--- config.mk ---
export PLATFORM = sky130hd
export DESIGN_NAME = pipe_reg_hs
export DESIGN_NICKNAME = d
export VERILOG_FILES = /design/src/rtl/pipe_pkg.sv /design/src/rtl/pipe_skid_slice.sv /design/src/rtl/pipe_reg_hs.sv
export SDC_FILE = /design/constraint.sdc
export NUM_CORES = 1
export LEC_CHECK = 0
export BUFFER_PORTS_ARGS = -buffer_cell sky130_fd_sc_hd__buf_2
export CORE_ASPECT_RATIO = 0.8
export CORE_UTILIZATION = 30
export CTS_BUF_LIST = sky130_fd_sc_hd__clkbuf_4 sky130_fd_sc_hd__clkbuf_8 sky130_fd_sc_hd__clkbuf_16
export CTS_CLUSTER_SIZE = 8
export DETAILED_ROUTE_END_ITERATION = 8
export GPL_TIMING_DRIVEN = 0
export PLACE_DENSITY = 0.6
export SKIP_LAST_GASP = 1
export SYNTH_ARGS = -nofsm -noshare
export SYNTH_HDL_FRONTEND = slang
export SYNTH_SLANG_ARGS = --single-unit
--- constraint.sdc ---
create_clock -name clk -period 1.73 [get_ports clk]
set_input_delay 0.2595 -clock clk [delete_from_list [all_inputs] [get_ports clk]]
set_output_delay 0.2595 -clock clk [all_outputs]
set_load 0.1 [all_outputs]
--- src/rtl/pipe_pkg.sv ---
// Shared types and helpers for the elastic pipeline register and its skid slices.
package pipe_pkg;

    localparam int STATE_W = 2;

    typedef enum logic [STATE_W-1:0] {
        SLICE_EMPTY = 2'd0,
        SLICE_FULL  = 2'd1,
        SLICE_SKID  = 2'd2
    } slice_state_e;

    // Bits needed to count 0 .. 2*depth held entries.
    function automatic int occ_w(input int depth);
        return $clog2(2 * depth + 1);
    endfunction

endpackage

--- src/rtl/pipe_skid_slice.sv ---
// One full-throughput skid slice: a main register plus a skid register, with a
// three-state controller. in_ready depends only on registered state.
module pipe_skid_slice
    import pipe_pkg::*;
#(
    parameter int                DATA_W   = 32,
    parameter logic [DATA_W-1:0] RST_DATA = '0
) (
    input  logic              clk,
    input  logic              rst_n,
    input  logic              flush,
    input  logic              in_valid,
    output logic              in_ready,
    input  logic [DATA_W-1:0] in_data,
    output logic              out_valid,
    input  logic              out_ready,
    output logic [DATA_W-1:0] out_data,
    output slice_state_e      state_o
);

    slice_state_e      state_q;
    logic [DATA_W-1:0] main_data_q;
    logic [DATA_W-1:0] skid_data_q;

    // Handshake: a word moves across a boundary on an edge where valid and
    // ready are both high; valid may not depend on ready, and a held valid
    // keeps its data unchanged until it is taken.
    assign in_ready  = (state_q != SLICE_SKID);
    assign out_valid = (state_q != SLICE_EMPTY);
    assign out_data  = main_data_q;
    assign state_o   = state_q;

    always_ff @(posedge clk or negedge rst_n) begin
        if (!rst_n) begin
            state_q     <= SLICE_EMPTY;
            main_data_q <= RST_DATA;
            skid_data_q <= RST_DATA;
        end else if (flush) begin
            state_q <= SLICE_EMPTY;
        end else begin
            case (state_q)
                SLICE_EMPTY: begin
                    if (in_valid) begin
                        state_q     <= SLICE_FULL;
                        main_data_q <= in_data;
                    end
                end
                SLICE_FULL: begin
                    if (in_valid && out_ready) begin
                        main_data_q <= in_data;
                    end else if (in_valid) begin
                        state_q     <= SLICE_SKID;
                        skid_data_q <= in_data;
                    end else if (out_ready) begin
                        state_q <= SLICE_EMPTY;
                    end
                end
                SLICE_SKID: begin
                    // Upstream is stalled here, so only the drain side can move.
                    if (out_ready) begin
                        state_q     <= SLICE_FULL;
                        main_data_q <= skid_data_q;
                    end
                end
                default: state_q <= SLICE_EMPTY;
            endcase
        end
    end

endmodule

--- src/rtl/pipe_reg_hs.sv ---
// Elastic pipeline register: DEPTH cascaded skid slices with flush fan-out.
// Define PIPE_REG_OCCUPANCY_EN to add the held-entry occupancy counter output.
module pipe_reg_hs
    import pipe_pkg::*;
#(
    parameter int                DATA_W   = 32,
    parameter int                DEPTH    = 1,
    parameter logic [DATA_W-1:0] RST_DATA = '0
) (
    input  logic                       clk,
    input  logic                       rst_n,
    input  logic                       flush,
    input  logic                       in_valid,
    output logic                       in_ready,
    input  logic [DATA_W-1:0]          in_data,
    output logic                       out_valid,
    input  logic                       out_ready,
    output logic [DATA_W-1:0]          out_data,
    output logic [STATE_W*DEPTH-1:0]   dbg_state
`ifdef PIPE_REG_OCCUPANCY_EN
    ,
    output logic [occ_w(DEPTH)-1:0]    occupancy
`endif
);

    // Boundary k sits in front of slice k; boundary DEPTH is the block output.
    logic              ch_valid [0:DEPTH];
    logic              ch_ready [0:DEPTH];
    logic [DATA_W-1:0] ch_data  [0:DEPTH];

    assign ch_valid[0]     = in_valid;
    assign ch_data[0]      = in_data;
    assign ch_ready[DEPTH] = out_ready;
    assign in_ready        = ch_ready[0];
    assign out_valid       = ch_valid[DEPTH];
    assign out_data        = ch_data[DEPTH];

    for (genvar k = 0; k < DEPTH; k++) begin : g_slice
        slice_state_e st;

        pipe_skid_slice #(
            .DATA_W   (DATA_W),
            .RST_DATA (RST_DATA)
        ) u_slice (
            .clk       (clk),
            .rst_n     (rst_n),
            .flush     (flush),
            .in_valid  (ch_valid[k]),
            .in_ready  (ch_ready[k]),
            .in_data   (ch_data[k]),
            .out_valid (ch_valid[k+1]),
            .out_ready (ch_ready[k+1]),
            .out_data  (ch_data[k+1]),
            .state_o   (st)
        );

        assign dbg_state[STATE_W*k +: STATE_W] = st;
    end

`ifdef PIPE_REG_OCCUPANCY_EN
    localparam int OW = occ_w(DEPTH);

    logic [OW-1:0] occ_q;
    logic [OW-1:0] occ_d;
    logic          in_xfer;
    logic          out_xfer;

    assign in_xfer  = in_valid & in_ready;
    assign out_xfer = out_valid & out_ready;

    always_comb begin
        occ_d = occ_q;
        if (flush) begin
            occ_d = '0;
        end else if (in_xfer && !out_xfer) begin
            occ_d = occ_q + OW'(1);
        end else if (!in_xfer && out_xfer) begin
            occ_d = occ_q - OW'(1);
        end
    end

    always_ff @(posedge clk or negedge rst_n) begin
        if (!rst_n) begin
            occ_q <= '0;
        end else begin
            occ_q <= occ_d;
        end
    end

    assign occupancy = occ_q;
`endif

endmodule

Word level (Yosys, flattened, before mapping)
Index checks and enable logic that the tools add are counted.
Storage, ports and cells
  bits in registers: 66
  bits of input ports: 37
  output and inout port bits: 36
  logic and storage cells: 33
Cells by class
  equality and inequality tests: 10
  muxes and demuxes: 11
  bitwise operators: 2
  reduce and logical (&&, ||, !) cells: 7
Operator list (count)
  $mux W32: 3
  $pmux W32 S3: 1
  $mux W2: 6
  $ne A3 B3 Y1 const B: 3
  $reduce_and A4 Y1: 2
  $ne A2 B2 Y1 const B: 3
  $pmux W2 S3: 1
  $reduce_and A5 Y1: 1
  $ne A4 B4 Y1 const B: 1
  $reduce_bool A3 Y1: 1
  $eq A2 B1 Y1 const B: 1
  $eq A2 B2 Y1 const B: 1
  $logic_not A2 Y1: 1
  $ne A2 B1 Y1 const B: 1
  $not A1 Y1: 2
  $reduce_bool A2 Y1: 1
  $logic_and A1 B1 Y1: 1

Logic depth before layout (Yosys ltp)
  word-level depth: 5
  gate-level depth with buffers: 6
  gate-level depth less buffers: 4

Worst setup path before layout
Ideal clock, no wire load.
  path kind: reg-to-output
  from: reg g_slice[0].u_slice.state_q[0]
  to: out in_ready
  data arrival time: 2.024 ns
  required time: 1.470 ns
  path slack: -0.554 ns
  cell stages (with the launch flop): 5
  path buffers: 2
  cell sequence: dfrtp_1 > nor2b_1 > buf_6 > buf_2 > inv_1
Between the ends
  longest elaborated chain between the ends: 1
Ends and longest elaborated chain
  from (decl): line pipe_skid_slice.sv:21  | slice_state_e state_q;
  from (signal assigned): line pipe_skid_slice.sv:35  | state_q <= SLICE_EMPTY;
  from (signal assigned): line pipe_skid_slice.sv:39  | state_q <= SLICE_EMPTY;
  from (signal assigned): line pipe_skid_slice.sv:44  | state_q <= SLICE_FULL;
  $ne A2 B2 Y1: line pipe_skid_slice.sv:28  | assign in_ready = (state_q != SLICE_SKID);
  to (decl): line pipe_reg_hs.sv:14  | output logic in_ready,
No other way between the ends.

Worst setup path after layout
  from: reg g_slice[0].u_slice.state_q[0]
  to: reg g_slice[0].u_slice.main_data_q[1]
Between the ends
  longest elaborated chain between the ends: 3
  elaborated cells between the ends (all ways): 9
Ends and longest elaborated chain
  $eq A2 B1 Y1, or another cell as far along: line pipe_skid_slice.sv:41  | case (state_q)
  $ne A2 B1 Y1 (no line), or another cell as far along
  $reduce_and A5 Y1 (no line)
  to (signal assigned): line pipe_skid_slice.sv:45  | main_data_q <= in_data;
  to (signal assigned): line pipe_skid_slice.sv:50  | main_data_q <= in_data;
  to (signal assigned): line pipe_skid_slice.sv:62  | main_data_q <= skid_data_q;
  to (decl): line pipe_skid_slice.sv:22  | logic [DATA_W-1:0] main_data_q;
Parallel ways exist; a longest one is shown, timed or not.
A chain may end at the register's enable or synchronous reset.

==> impl_results.md <==
- Synth Register Bits: between 60 and 70
- Mux cell area share after synthesis: between 30% and 40%
- Worst slew pin tran: around 0.85 ns
- Failing checks: DRC
- Library cells used by synthesis: 17
- Max Transition Viols Final: 0
- Yosys warning count: 0
- CTS root buf: clkbuf_16
- Share of layout cells above drive strength 1: roughly three quarters
- Final setup violating endpoints: 0
- Fin crit period: ~1.7 ns
- WL per Instance: between 15 and 20 um
- XOR/XNOR share of the synthesized area: less than 1%
- Die X-Extent: around 110 um
- Worst hold margin: 0.0355 ns
- Finished Layout Cells: roughly 400
- Initial antenna violation count: 0
- Placed Area: 3440 um2
- Worst-path clk slew: 0.05 ns
- CTS tree: done
- Area of the core: just over 9000 um2
- Maxcap violations: 0
- Post-synthesis adder-cell area fraction: 0%
- Mean Syn Cell Area: approximately 16 um2
- Worst clock skew: between 0.005 and 0.006 ns
- RSZ-0062 raised after global routing: true
- Synth Area in Simple Gates: ~2.0%
- Status: complete, but fails checks
- Hold Vio Cnt, Final: 0
- Worst Path Max Fanout: 10
- Post-route ant nets: 0
- Tot Pwr: 5.85 mW
- Top Ports: 73
- Grt ovf: 0
- Clock latency at the later pin of the worst-skew pair: ~0.33 ns
- Worst Hold Class: in2async
- Compound-Gate Fraction of Synth Area: less than 1%
- CTS H-tree lvls: 3
- Critical path startpoint category: register
- Area grow syn2layout: 37.8%
- First-pass GRT wire length: approximately 10 mm
- Worst setup EP type: register
- Fin area: between 4000 and 5000 um2
- Register area share after synthesis: approximately 57%
- Via count: between 1.5k and 2k
- Max VDD drop: 0.000770 V
- Hold_buf cts: 0
- Die footprint: 10100 um2
- Post-DP HPWL: between 3 and 4 mm
- Final wirelength: ~6.3 mm
- Ant diodes: 0
- Starting Density: about a third
- Cell Rows: 31
- Initial DRC count: 50
- Power Density: about 1500 nW/um2
- Vias in the first global route: 1941
- Max_slew headroom: 43.3%
- IO buf count: slightly above 70
- Vias/cell: 4.57
- Pin count of the biggest net entering global routing: 67
- Worst EP required: slightly below 2 ns
- GRT Total Usage: between 10% and 20%
- Leakage power: around 1.9 nW
- Synthesized netlist cell count: approximately 190
- Worst EP arrival: slightly below 2 ns
- Clock Tree Buf Depth: 2
- Period utilisation layout: between 90% and 100%
- Total iterations of the first detailed-routing run: 7
- Die height: around 90 um
- Main combinational cell family by area after synthesis: multiplexers
- CTS buffer count: 9
- Syn Std Cell Area: 2900 um2
- Gpl congestion: 0.631
- Drt drc: 6
- Placed instance count: ~370
- CTS Sinks: 66
- Mapped Nets: approximately 220
- WS Path Type: reg2reg
- Final nets: roughly 320
- Fmax: a little under 600 MHz
[synth_stat cells]
library cell | instances | share of area, %
mux2_1 | 1 | 0.39
nand3_1 | 1 | 0.17
nor2b_1 | 4 | 0.86
nor2_1 | 1 | 0.13
a21oi_4 | 1 | 0.56
buf_6 | 4 | 1.6
or2_2 | 1 | 0.22
nand2_2 | 1 | 0.22
buf_2 | 6 | 1.0
inv_1 | 1 | 0.13
xnor2_1 | 1 | 0.30
dfrtp_1 | 66 | 57
mux2_2 | 95 | 37
nand2b_1 | 1 | 0.22
nor3_1 | 1 | 0.17
a21oi_1 | 1 | 0.17
o21ai_0 | 1 | 0.17
[critical path, cell delays in order (launching register included)]
cell     delay (ns)
dfrtp_4        0.50
nor2b_4        0.13
buf_8          0.13
nand2_4        0.06
a21oi_4        0.17
buf_12         0.15
buf_12         0.13
mux2_2         0.33
[flip-flops by register name, summed over array words and instances, names as in the netlist]
signal and count:
g_slice.u_slice.state_o 2, g_slice.u_slice.out_data 32, g_slice.u_slice.skid_data_q 32
[cells by family after synthesis]
family          after synthesis
buf+inv                      11
compound gates                3
flops                        66
simple gates                 10
xor+xnor                      1
mux                          96
[metal layers]
metal	wire length, um	GRT usage [%]	vias to the layer above
met5	0	0	-
met4	101	5.67	0
met3	417	5.66	10
met2	2810	20.1	52
met1	2920	18.2	908
li1	-	-	852
[final timing paths]
kind	end	from	slack (ns)	cells past startpoint
max	g_slice[0].u_slice.out_data[1]	g_slice[0].u_slice.state_o[0]	0.001	7
min	g_slice[0].u_slice.state_o[1]	rst_n	0.04	1
max reg2reg	g_slice[0].u_slice.out_data[1]	g_slice[0].u_slice.state_o[0]	0.001	7
min reg2reg	g_slice[0].u_slice.skid_data_q[7]	g_slice[0].u_slice.skid_data_q[7]	0.50	1
max in group asynchronous	g_slice[0].u_slice.state_o[0]	rst_n	1.08	1
min in group clk	g_slice[0].u_slice.state_o[0]	flush	0.16	2
[metrics by stage]
step	setup WS, ns	util [%]	setup TNS, ns
final	0.00147	43.3	0
after global placement	-0.125	37.3	-2.23
after CTS	-0.0384	42.6	-0.455
after floorplan	-0.0889	-	-2.65
after detailed placement	-0.0850	37.3	-2.16
after global routing	-0.0641	43.3	-0.993
[timing repair]
item,CTS,global route
setup endpoints to repair,31,33
pin swaps,1,0
gates cloned,2,0
gates resized for setup,34,13
buffers inserted,4,4
[layout make-up]
| cell class | count | area (um2) |
|---|---|---|
| Clock inverter | 3 | 15.0 |
| Timing Repair Buffer | 82 | 500 |
| Tap cell | 115 | 144 |
| Buffer | 10 | 119 |
| Inverter | 1 | 7.51 |
| Multi-Input combinational cell | 110 | 1300 |
| Sequential cell | 66 | 1660 |
| Fill cell | 850 | 5230 |
| Clock buffer | 12 | 260 |
[power breakdown]
part	leakage (nW)	internal, mW	switching, mW
Clock	0.142	1.05	0.643
Combinational	0.934	0.584	1.47
Sequential	0.793	1.92	0.178
[layout by cell type (no fill, tap or decap), drive strengths merged]
master    count
a21oi         2
buf          92
clkbuf       12
clkinv        3
clkinvlp      1
dfrtp        66
mux2         96
nand2         1
nand2b        1
nand3         1
nor2          1
nor2b         4
nor3          1
o21ai         1
or2           1
xnor2         1
Note: power is estimated with default switching activity, not from simulation.
